**src/rtl/bcd_mod_counter.sv**
```systemverilog
`default_nettype none
// ============================================================================
// Module      : bcd_mod_counter
// Description : Up/down BCD counter with programmable modulus, synchronous
//               clear, validated parallel load and cascade carry/borrow.
// Revision    : 1.0 - initial release
// ============================================================================
module bcd_mod_counter #(
  parameter int DIGITS  = 2,
  parameter int MODULUS = 60
) (
  input  logic                clk,
  input  logic                rst,
  input  logic                clr,
  input  logic                load,
  input  logic [4*DIGITS-1:0] load_data,
  input  logic                en,
  input  logic                up,
  output logic [4*DIGITS-1:0] count,
  output logic                carry,
  output logic                borrow,
  output logic                load_err
);

  localparam int W = 4 * DIGITS;

  // Converts a binary constant into its BCD image (digit 0 in the low nibble).
  function automatic logic [W-1:0] to_bcd(input int unsigned v);
    logic [W-1:0] res;
    int unsigned  t;
    res = '0;
    t   = v;
    for (int i = 0; i < DIGITS; i++) begin
      res[4*i +: 4] = 4'(t % 10);
      t             = t / 10;
    end
    return res;
  endfunction

  localparam logic [W-1:0] MAX_BCD = to_bcd(32'(MODULUS - 1));

  logic [W-1:0] count_q, count_d;
  logic         load_err_q, load_err_d;
  logic [W-1:0] inc_val, dec_val;
  logic [31:0]  load_val;
  logic         digits_ok, load_ok;
  logic         is_max, is_zero;

  assign is_max  = (count_q == MAX_BCD);
  assign is_zero = (count_q == '0);

  // Decode the load word and decide whether it is a legal count value.
  always_comb begin
    load_val  = '0;
    digits_ok = 1'b1;
    for (int i = DIGITS - 1; i >= 0; i--) begin
      load_val = load_val * 32'd10 + {28'd0, load_data[4*i +: 4]};
      if (load_data[4*i +: 4] > 4'd9) digits_ok = 1'b0;
    end
    load_ok = digits_ok && (load_val < 32'(MODULUS));
  end

  // Ripple BCD increment and decrement of the current count, digit by digit.
  always_comb begin
    logic cy;
    logic bw;
    inc_val = count_q;
    dec_val = count_q;
    cy      = 1'b1;
    bw      = 1'b1;
    for (int i = 0; i < DIGITS; i++) begin
      if (cy) begin
        if (count_q[4*i +: 4] == 4'd9) begin
          inc_val[4*i +: 4] = 4'd0;
        end else begin
          inc_val[4*i +: 4] = count_q[4*i +: 4] + 4'd1;
          cy                = 1'b0;
        end
      end
      if (bw) begin
        if (count_q[4*i +: 4] == 4'd0) begin
          dec_val[4*i +: 4] = 4'd9;
        end else begin
          dec_val[4*i +: 4] = count_q[4*i +: 4] - 4'd1;
          bw                = 1'b0;
        end
      end
    end
  end

  // Next-state selection: clr > load > en; reset is applied in the register.
  always_comb begin
    count_d    = count_q;
    load_err_d = 1'b0;
    if (clr) begin
      count_d = '0;
    end else if (load) begin
      if (load_ok) count_d = load_data;
      else         load_err_d = 1'b1;
    end else if (en) begin
      if (up) count_d = is_max  ? '0      : inc_val;
      else    count_d = is_zero ? MAX_BCD : dec_val;
    end
  end

  // State registers with synchronous active-high reset.
  always_ff @(posedge clk) begin
    if (rst) begin
      count_q    <= '0;
      load_err_q <= 1'b0;
    end else begin
      count_q    <= count_d;
      load_err_q <= load_err_d;
    end
  end

  // Wrap indications are only meaningful when a plain count step will occur.
  assign carry    = en &  up & is_max  & ~clr & ~load & ~rst;
  assign borrow   = en & ~up & is_zero & ~clr & ~load & ~rst;
  assign count    = count_q;
  assign load_err = load_err_q;

endmodule
`default_nettype wire

```
**config.mk**
```make
export PLATFORM = sky130hd
export DESIGN_NAME = bcd_mod_counter
export DESIGN_NICKNAME = d
export VERILOG_FILES = /design/src/rtl/bcd_mod_counter.sv
export SDC_FILE = /design/constraint.sdc
export NUM_CORES = 1
export LEC_CHECK = 0
export CORE_MARGIN = 4
export CORE_UTILIZATION = 51
export DETAILED_ROUTE_END_ITERATION = 16
export PLACE_DENSITY = 0.8
export SLEW_MARGIN = 0
export SYNTH_ARGS = -nofsm -noshare
export SYNTH_HDL_FRONTEND = slang
export SYNTH_SLANG_ARGS = --single-unit
```
**constraint.sdc**
```tcl
create_clock -name clk -period 3.4 [get_ports clk]
set_input_delay 0.85 -clock clk [delete_from_list [all_inputs] [get_ports clk]]
set_output_delay 0.85 -clock clk [all_outputs]
set_load 0.05 [all_outputs]
```
==> results of run 1 <==
registers in the layout, summed over array words and instances, names as in the netlist:
register / cells
load_err: 1
count: 8
metrics by stage:
stage                     utilization, %  setup TNS (ns)  cells  total power [µW]  hold WS [ns]
after floorplan                        -               0    149             225.9        0.8474
after global placement             72.98         -0.1705    201             282.4        0.6358
after detailed placement           72.98         -0.8781    201             288.9        0.6533
after CTS                          74.26               0    205             373.8        0.6773
after global routing               74.63               0    205             403.2        0.7034
final                              74.63               0    205             377.7        0.6857
per-layer routing:
layer,part of all wire (%),routed length [µm],GRT usage [%],up-vias
met5,0,0,0,-
met3,5.3,179,5.828,8
met1,47,1578,29.23,605
met2,46,1541,35.47,39
met4,1.5,49,5.208,0
li1,-,-,-,634
critical path, delay by kind of cell:
kind	cells	cell delay, ns
buffers and inverters	2	0.71
and+or+nand+nor	3	0.89
what timing repair did:
action                                 CTS  global route
gates resized for setup                  0             2
setup endpoints to repair                0             6
endpoints found under the hold margin    0             0
cell type report:
cell class	instances	area [µm²]
Multi-Input combinational cell	120	903.4
Clock buffer	4	26.28
Fill cell	178	518.0
Tap cell	27	33.78
Inverter	10	37.54
Sequential cell	9	180.2
Timing Repair Buffer	35	342.8
power by group through the flow:
stage / clock, µW / combinational, µW / sequential [µW]
2_1_floorplan: 0 / 98.9 / 127
3_3_place_gp: 0 / 162 / 120
3_5_place_dp: 0 / 168 / 121
4_1_cts: 86.5 / 169 / 118
5_1_grt: 96.3 / 187 / 120
6_report: 86.8 / 172 / 119
cells in the mapped netlist (2+ instances only):
library cell | number | area (µm²)
a221o_1 | 2 | 20.02
clkbuf_1 | 6 | 22.52
buf_2 | 4 | 20.02
fa_1 | 2 | 40.04
xnor2_1 | 3 | 26.28
nand2_1 | 8 | 30.03
o41ai_1 | 2 | 17.52
o21ai_0 | 12 | 60.06
xor2_1 | 2 | 17.52
dfxtp_1 | 9 | 180.2
nand4_1 | 5 | 31.28
ha_1 | 6 | 75.07
and2_1 | 3 | 18.77
inv_1 | 10 | 37.54
nand3_1 | 4 | 20.02
nor2b_1 | 2 | 12.51
nor3_1 | 2 | 10.01
and3_1 | 2 | 12.51
a21oi_1 | 6 | 30.03
nor2_1 | 11 | 41.29
o211ai_1 | 6 | 45.04
nand2b_1 | 2 | 12.51
a211oi_1 | 5 | 37.54
a31oi_1 | 2 | 12.51
nor4_1 | 3 | 18.77
logic make-up after synthesis:
group | share of synthesized area, %
AOI/OAI and AO/OA | 39.50
and+or+nand+nor | 24.05
buffers and inverters | 6.964
DFF | 15.67
adders and majority gates | 10.01
xor gates and xnor gates | 3.809
how the worst max path moves through the flow:
stage	end	slack (ns)	cells past startpoint
final	borrow	0.09	5
after global routing	carry	0.004	5
after CTS	carry	0.09	5
after detailed placement	count[2]	-0.18	9
after global placement	count[2]	-0.07	9
after floorplan	borrow	0.03	3
==> flow_summary_export.csv, run 1 <==
group,metric,value,unit
setup_path,path_class,"input pin to output port",
timing,tightest_slew,0.7450,ns
synthesis,async_flop_share,0,%
layout,most-common-layout-cells,"22 x clkdlybuf4s50_1, 11 x nor2_1, 11 x o21ai_0, 11 x buf_4, 10 x inv_1",
synthesis,synth-seq-area-share,15.67,%
floorplanning,start_util,56.31,%
global_route,grt_pass1_wl,5658,µm
setup_path,path_cells,"clkdlybuf4s50_1 -> nand2b_1 -> or3_1 -> nor3_1 -> buf_12",
synthesis,synth_edf_count,0,
timing,fin_crit,3.310,ns
synthesis,synth_area,1150,µm²
routing,via_per_inst,6.273,
timing,slew_viol_final,0,
place,place_hpwl,2551,µm
layout,postLayoutCellArea,1524,µm²
setup_path,worstSetupEndpointType,"output port",
timing,fin_crit_sh,97.35,%
synthesis,avgSynthCellArea,7.717,µm²
power,power_frac_comb,45.6,%
synthesis,synth_cell_type_count,55,
setup_path,r2r_cells,4,
clock_tree,clockBufferDepth,2,
synthesis,syn_nets,171,
clock_tree,cts.sinks,9,
timing,final_hold_viol_count,0,
timing,clock.fmax,302.1,MHz
place,gp_congestion,0.8842,
routing,drc,0,
power,power.leakage,0.0005454,µW
timing,clock_skew,0.01074,ns
hold_path,hp-start,"count[2]",
power,power_density,247.8,nW/µm²
clock_tree,tritoncts,"built",
global_route,grt_pass1_vias,1223,
global_route,grt_util_all_layers,22.07,%
routing,vias,1286,
clock_tree,path_clk_slew,0.07,ns
synthesis,syn_inst,149,
clock_tree,cts-root-buf,"clkbuf_4",
synthesis,ys_ff_latch,9,
clock_tree,cts_buffers,3,
power,p_switching,146.5,µW
floorplanning,core_area,2042,µm²
job,cap_violations,0,
routing,drt.antenna.violating_nets,0,
layout,antenna_cells,0,
synthesis,yosys_warnings,0,
setup_path,path_max_fanout,5,
power,seq_power_share,31.4,%
timing,slew_headroom,50.15,%
global_route,grt_max_degree,16,
clock_tree,ctsHoldBuffers,0,
floorplanning,ioPinCount,25,
floorplanning,fp.dieH,55.48,µm
setup_path,arrival,2.46,ns
setup_path,worstPathRequired,2.55,ns
status,status,"completed",
setup_path,cpPeakStageDelay,0.53,ns
synthesis,synth_top_flop_cell,"dfxtp_1",
global_route,grt-ovfl-total,0,
routing,drt-wirelength-per-cell,16.33,µm
place,place_area,1490,µm²
place,io_buffers,24,
clock_tree,worstSkewPairLatency,0.27,ns
floorplanning,die_w,55.48,µm
place,place_ws,-0.1754,ns
layout,drive_gt1_share,15.73,%
power,intPower,231.2,µW
hold_path,hold_depth,1,
timing,setup_ws,0.08999,ns
setup_path,crit_slowest_cell,"clkdlybuf4s50_1",
hold_path,hold_path_class,"flip-flop to flip-flop",
setup_path,timing.rr.end,"count[7]",
timing,finalSetupViolCount,0,
global_route,antenna_found_initial,0,
setup_path,critPathLaunchType,"input pin",
timing,rsz0062_at_grt,"false",
layout,areaGrowthSynthToFinish,32.54,%
layout,mostFrequentLayoutCell,"clkdlybuf4s50_1",
hold_path,whs_endpoint,"count[2]",
power,ir_worst_vdd,0.2428,mV
setup_path,crit_start,"en",
layout,final_nets,201,
routing,drt_pass1_iterations,4,
setup_path,reg2reg_slack,1.54,ns
power,netSwitchingFraction,38.78,%
routing,drt_wl_total,3348,µm
clock_tree,post-cts-setup-buffer-count,0,
power,pwr-share-clk,23.0,%
floorplanning,dieArea,3078,µm²
floorplanning,row_count,16,
setup_path,r2r-start,"count[0]",
clock_tree,cts_htree_levels,1,
routing,drt-initial-drc-count,39,
No activity file was read; power rests on OpenSTA's default activity.
==> inputs of run 2 (changes only) <==
HOLD_SLACK_MARGIN = 0.06   (was unset)
==> results of run 2 <==
Final layout, timing and power as in run 1 (identical DEF).
==> inputs of run 3 (changes only) <==
CTS_CLUSTER_DIAMETER = 100   (was unset)
GPL_ROUTABILITY_DRIVEN = 0   (was unset)
==> results of run 3 <==
Final layout, timing and power as in run 1 (identical DEF).
